$ cat config.mk
export PLATFORM = sky130hd
export DESIGN_NAME = calc_op_controller
export DESIGN_NICKNAME = d
export VERILOG_FILES = /design/src/rtl/calc_op_controller.sv
export SDC_FILE = /design/constraint.sdc
export NUM_CORES = 1
export LEC_CHECK = 0
export BUFFER_PORTS_ARGS = -buffer_cell sky130_fd_sc_hd__buf_4
export CAP_MARGIN = 20
export CORE_MARGIN = 3
export CORE_UTILIZATION = 55
export DETAILED_ROUTE_END_ITERATION = 10
export PLACE_DENSITY_LB_ADDON = 0.2
export SETUP_SLACK_MARGIN = 0.02
export SKIP_CTS_REPAIR_TIMING = 1
export SYNTH_ARGS = -nofsm -noshare
export SYNTH_HDL_FRONTEND = slang
export SYNTH_SLANG_ARGS = --single-unit
$ cat constraint.sdc
create_clock -name clk -period 2.7 [get_ports clk]
set_input_delay 0.27 -clock clk [delete_from_list [all_inputs] [get_ports clk]]
set_output_delay 0.27 -clock clk [all_outputs]
set_load 0.02 [all_outputs]
$ cat src/rtl/calc_op_controller.sv
// calc_op_controller
// Sequencer for the 4-function calculator datapath. It latches the operation and
// operands when a start request arrives in IDLE, waits a fixed settle time while the
// external datapath computes, captures the result, and reports done/err. It also
// owns the calculator memory register (store, accumulate, clear, recall as operand A).

module calc_op_controller #(
    parameter int WAIT_CYCLES = 2,
    parameter int OPD_W       = 4
) (
    input  logic               clk,
    input  logic               rst,
    input  logic               start,
    input  logic [1:0]         op_code,
    input  logic [OPD_W-1:0]   a_in,
    input  logic [OPD_W-1:0]   b_in,
    input  logic               use_mem,
    input  logic [1:0]         mem_cmd,
    input  logic [2*OPD_W-1:0] final_result,
    output logic [1:0]         op_select,
    output logic [OPD_W-1:0]   opd_a,
    output logic [OPD_W-1:0]   opd_b,
    output logic [2*OPD_W-1:0] result,
    output logic [2*OPD_W-1:0] mem_value,
    output logic               mem_ovf,
    output logic               busy,
    output logic               done,
    output logic [1:0]         err
);

    localparam logic [1:0] IDLE = 2'd0;
    localparam logic [1:0] EXEC = 2'd1;
    localparam logic [1:0] DONE = 2'd2;

    localparam logic [1:0] OP_DIV = 2'b11;

    localparam logic [1:0] MEM_STORE = 2'b01;
    localparam logic [1:0] MEM_ACC   = 2'b10;
    localparam logic [1:0] MEM_CLEAR = 2'b11;

    localparam logic [1:0] ERR_OK   = 2'b00;
    localparam logic [1:0] ERR_DIV0 = 2'b01;
    localparam logic [1:0] ERR_MEM  = 2'b10;

    // Last EXEC count value; the capture edge is the one where cnt equals this.
    localparam logic [3:0] CNT_LAST = 4'(WAIT_CYCLES - 1);

    logic [1:0]         state;
    logic [3:0]         cnt;
    logic [2*OPD_W:0]   acc_sum;
    logic               mem_hi_nonzero;
    logic               accept;

    // Memory recall is only legal when the value fits in an operand.
    assign mem_hi_nonzero = |mem_value[2*OPD_W-1:OPD_W];

    // A start is honoured only in IDLE; anything else is dropped, not queued.
    assign accept = (state == IDLE) && start;

    // Accumulate sum carries one extra bit so the carry-out feeds mem_ovf.
    always_comb begin
        acc_sum = {1'b0, mem_value} + {1'b0, result};
    end

    assign busy = (state == EXEC) || (state == DONE);
    assign done = (state == DONE);

    // Operation sequencer: latch operands on start, settle in EXEC, capture, report.
    always_ff @(posedge clk or posedge rst) begin
        if (rst) begin
            state     <= IDLE;
            cnt       <= 4'd0;
            op_select <= 2'b00;
            opd_a     <= '0;
            opd_b     <= '0;
            result    <= '0;
            err       <= ERR_OK;
        end else begin
            case (state)
                IDLE: begin
                    if (start) begin
                        op_select <= op_code;
                        opd_b     <= b_in;
                        opd_a     <= use_mem ? mem_value[OPD_W-1:0] : a_in;
                        cnt       <= 4'd0;
                        if (op_code == OP_DIV && b_in == '0) begin
                            err   <= ERR_DIV0;
                            state <= DONE;
                        end else if (use_mem && mem_hi_nonzero) begin
                            err   <= ERR_MEM;
                            state <= DONE;
                        end else begin
                            err   <= ERR_OK;
                            state <= EXEC;
                        end
                    end
                end
                EXEC: begin
                    if (cnt == CNT_LAST) begin
                        result <= final_result;
                        state  <= DONE;
                    end
                    cnt <= cnt + 4'd1;
                end
                DONE: begin
                    state <= IDLE;
                end
                default: begin
                    state <= IDLE;
                end
            endcase
        end
    end

    // Memory register: one store/accumulate/clear action per idle cycle without start.
    always_ff @(posedge clk or posedge rst) begin
        if (rst) begin
            mem_value <= '0;
            mem_ovf   <= 1'b0;
        end else if (state == IDLE && !accept) begin
            case (mem_cmd)
                MEM_STORE: begin
                    mem_value <= result;
                end
                MEM_ACC: begin
                    mem_value <= acc_sum[2*OPD_W-1:0];
                    mem_ovf   <= mem_ovf | acc_sum[2*OPD_W];
                end
                MEM_CLEAR: begin
                    mem_value <= '0;
                    mem_ovf   <= 1'b0;
                end
                default: begin
                end
            endcase
        end
    end

endmodule

Word-level counts from Yosys, hierarchy flattened
Cells that the tools add are included.
- register bits after elaboration: 35
- output and inout bits: 31
- logic and storage cells: 51
- add/sub/neg operators: 2
- equal/unequal tests: 9
- multiplexer cells: 12
- bitwise gates (word level): 1
- reduce and logical (&&, ||, !) cells: 18
- operator list (operator ; number):
    $pmux 8 s3 ; 1
    $mux 2 ; 6
    $reduce_and 2->1 ; 6
    $add 8x8->9 ; 1
    $eq 2x2->1 const B ; 4
    $mux 4 ; 2
    $pmux 4 s2 ; 1
    $add 4x1->4 const B ; 1
    $eq 2x1->1 const B ; 2
    $eq 4x1->1 const B ; 1
    $logic_and 1x1->1 ; 4
    $logic_not 4->1 ; 1
    $pmux 2 s2 ; 1
    $reduce_bool 2->1 ; 2
    $reduce_or 4->1 ; 1
    $reduce_bool 3->1 ; 1
    $logic_not 2->1 ; 1
    $ne 2x1->1 const B ; 1
    $ne 2x2->1 const B ; 1
    $pmux 1 s2 ; 1
    $logic_not 1->1 ; 1
    $logic_or 1x1->1 ; 1
    $or 1x1->1 ; 1

Depth between registers and ports, before layout
- depth after elaboration: 6
- gate-level depth with buffers: 9
- gate-level depth less buffers: 8

Worst setup path after synthesis
Ideal clock, no wire load.
- path type: flip-flop to flip-flop
- start point: register mem_value[0]
- end point: register mem_ovf
- arrival time: 1873 ps
- required time: 2634 ps
- slack: 761 ps
- cell stages (with the launch flop): 9
- path buffers: 0
- clock period less this slack: 1939 ps
- path through: dfrtp_1 -> ha_1 -> inv_1 -> fa_1 -> nor2b_1 -> nor3_1 -> o31a_1 -> o21ai_0 -> o31a_1
- longest elaborated chain between the ends: 3
- RTL lines (what ; line ; text):
    start, declared ; 24 ; output logic [2*OPD_W-1:0] mem_value,
    start signal, assigned ; 123 ; mem_value <= result;
    start signal, assigned ; 126 ; mem_value <= acc_sum[2*OPD_W-1:0];
    $add 8x8->9 ; 62 ; acc_sum = {1'b0, mem_value} + {1'b0, result};
    $or 1x1->1 ; 127 ; mem_ovf <= mem_ovf | acc_sum[2*OPD_W];
    $pmux 1 s2 ; 121 ; case (mem_cmd)
    end signal, assigned ; 127 ;
    end, declared ; 25 ; output logic mem_ovf,
No other way between the ends.
A chain may end at the register's enable or synchronous reset.

Final worst setup path
Same ends and word-level chain as after synthesis.

==> flow_summary.json <==
{
  "hold_class": "in -> async",
  "routabilityCongestion": 0.8383,
  "viasPerCell": 5.621,
  "io_pins": 55,
  "layout_common_cells": "buf_4, dfrtp_1, o21ai_0",
  "routed-wl-met2_mm": 2.060,
  "path_class": "reg -> reg",
  "min_period_ns": 2.035,
  "routed_wl_mm": 4.513,
  "final_area_um2": 2499,
  "root_buffer": "clkbuf_4",
  "slew_viol_final": 0,
  "antenna_found_initial": 0,
  "start_util_pct": 58.46,
  "route.met3.wl_um": 368,
  "nets": 293,
  "endpoint_kind": "register",
  "insertion_delay_ns": 0.34,
  "antenna_left": 0,
  "synth-edff-count": 0,
  "finalSetupViolations": 0,
  "diodes": 0,
  "grt.total_usage_pct": 21.91,
  "grt_pass1_wl_mm": 7.293,
  "rsz0062_at_grt": "no",
  "grt_max_degree": 36,
  "hold_violations": 0,
  "cts_max_level": 2,
  "drt_iter0_markers": 126,
  "r2r_cells": 8,
  "r2r-start": "mem_value[0]",
  "holdWs_ns": 0.01861,
  "power_frac_clock_pct": 9.8,
  "fillCellCount": 272,
  "synth-seq-cells": 35,
  "maxCapViolations": 0,
  "die_w_um": 66.26,
  "cts_buffer_depth": 2,
  "fin_worst_skew_ns": 0.02116,
  "async_flop_share_pct": 100.0,
  "cp_max_fo": 4,
  "worstReg2RegEnd": "mem_ovf",
  "multi_input_area_um2": 1047,
  "tightest_slew_ns": 0.6594,
  "r2r_slack_ns": 0.67,
  "combPwrFrac_pct": 56.8,
  "tns_ns": 0,
  "status": "finished clean",
  "ir_worst_vdd_uv": 688.8,
  "syn_to_final_growth_pct": 25.13,
  "coreArea_um2": 3416,
  "synthDistinctLibCells": 38,
  "place_area_um2": 2442,
  "p_int_w": 0.001619,
  "power.density_nw_per_um2": 1167,
  "rows": 21,
  "via_count": 1692,
  "swShare_pct": 44.47,
  "p_sw_w": 0.001296,
  "grt_pass1_vias": 1536,
  "synth_warnings": 0,
  "cts_buffers": 5,
  "dp_hpwl_mm": 3.407,
  "die_area_um2": 4390,
  "max_freq_ghz": 0.4914,
  "met1Wirelength_mm": 2.023,
  "arrival_ns": 2.30,
  "synthFlopType": "dfrtp_1",
  "slew_headroom_pct": 55.85,
  "clock-sinks": 35,
  "dr.max_layer_used": "met4",
  "clk_pin_slew_worst_paths_ns": 0.12,
  "grt-ovfl-total": 0,
  "crit_required_ns": 2.96,
  "cp-start-kind": "register",
  "p_leak_nw": 1.191,
  "register_area_um2": 875.8,
  "route.detailed.drc": 0,
  "ys_seq_area_share_pct": 43.86,
  "power_frac_seq_pct": 33.3,
  "synth_cells": 200,
  "avgRoutedWirePerCell_um": 14.99,
  "syn-cell-area_um2": 1997,
  "syn_nets": 238,
  "die_y_um": 66.26,
  "avgSynthCellArea_um2": 9.985,
  "final_layout_size_suffix_gt1_share_pct": 30.98,
  "period_share_pct": 75.37,
  "power_w": 0.002915,
  "dr.pass1.iters": 4,
  "io_buffers": 54,
  "cts_tree": "built",
  "final_common_cell": "buf_4"
}
-- flip-flops by register name (all words and copies together), names as in the netlist --
signal,count
cnt,4
err,2
mem_ovf,1
mem_value,8
op_select,2
opd_a,4
opd_b,4
result,8
state,2
-- logic make-up (layout without fill, tap and decap cells) --
family / after synthesis / count (layout) / share of synthesized area [%]
compound gates: 55 / 55 / 17.11
xor+xnor: 5 / 5 / 2.193
fa+ha+maj: 14 / 14 / 9.148
buf+inv: 19 / 74 / 3.697
flops: 35 / 35 / 43.86
mux: 18 / 18 / 9.837
simple gates: 54 / 54 / 14.16
-- area by class of cell --
class,count,area share [%]
clock buffers,6,2.053
clock inverters,1,0.2003
inverters,11,1.652
multi-input cells,146,41.91
flip-flops and latches,35,35.05
well taps,46,2.303
repair buffers,56,16.83
-- power by group through the flow --
stage	clock (W)	sequential, W	combinational [W]
after floorplan	0	0.00116	0.000896
after global placement	0	0.000969	0.00162
after detailed placement	0	0.000974	0.00166
after CTS	0.000296	0.000968	0.00167
after global routing	0.000320	0.00100	0.00183
final	0.000287	0.000972	0.00166
-- layer usage --
metal | GRT usage, % | vias up
met5 | 0 | -
met1 | 30.90 | 792
met2 | 33.46 | 71
li1 | - | 822
met4 | 6.853 | 0
met3 | 4.762 | 7
-- synthesized netlist by cell type, drive strengths merged (2+ instances only) --
| cell type | n | area, um^2 |
|---|---|---|
| mux2i | 5 | 50.05 |
| o31a | 2 | 17.52 |
| clkbuf | 6 | 22.52 |
| nand2 | 20 | 75.07 |
| xor2 | 3 | 26.28 |
| o21ai | 21 | 105.1 |
| nand2b | 5 | 31.28 |
| nand3 | 5 | 25.02 |
| a31oi | 3 | 18.77 |
| nor2b | 6 | 37.54 |
| nor3 | 2 | 10.01 |
| a21oi | 13 | 65.06 |
| nor2 | 9 | 33.78 |
| mux2 | 13 | 146.4 |
| buf | 2 | 10.01 |
| nand3b | 2 | 15.01 |
| a211oi | 2 | 15.01 |
| ha | 13 | 162.7 |
| inv | 11 | 41.29 |
| o221ai | 3 | 26.28 |
| nor3b | 2 | 15.01 |
| dfrtp | 35 | 875.8 |
| a22oi | 2 | 15.01 |
| xnor2 | 2 | 17.52 |
-- worst max-delay path, stage by stage (launching register included) --
cell     delay [ns]
dfrtp_1        0.41
ha_1           0.22
inv_1          0.08
fa_1           0.40
nor2b_1        0.19
nor3_1         0.07
o31a_1         0.31
o21ai_0        0.17
o31a_1         0.13
-- worst max path at each step --
stage	slack, ns	cells past startpoint	to	start
floorplan	0.76	8	mem_ovf	mem_value[0]
global placement	0.73	8	mem_ovf	result[0]
detailed placement	0.68	8	mem_value[6]	result[0]
CTS	0.67	8	mem_ovf	result[0]
global route	0.51	8	mem_ovf	result[0]
finish	0.67	8	mem_ovf	mem_value[0]
-- through the flow --
step	util, %	instances	setup slack [ns]
after detailed placement	71.50	294	0.6840
after global routing	73.15	301	0.5093
final	73.15	301	0.6650
after floorplan	-	200	0.7614
after CTS	73.15	301	0.6651
after global placement	71.50	294	0.7320
Note: power is estimated with default switching activity, not from simulation.
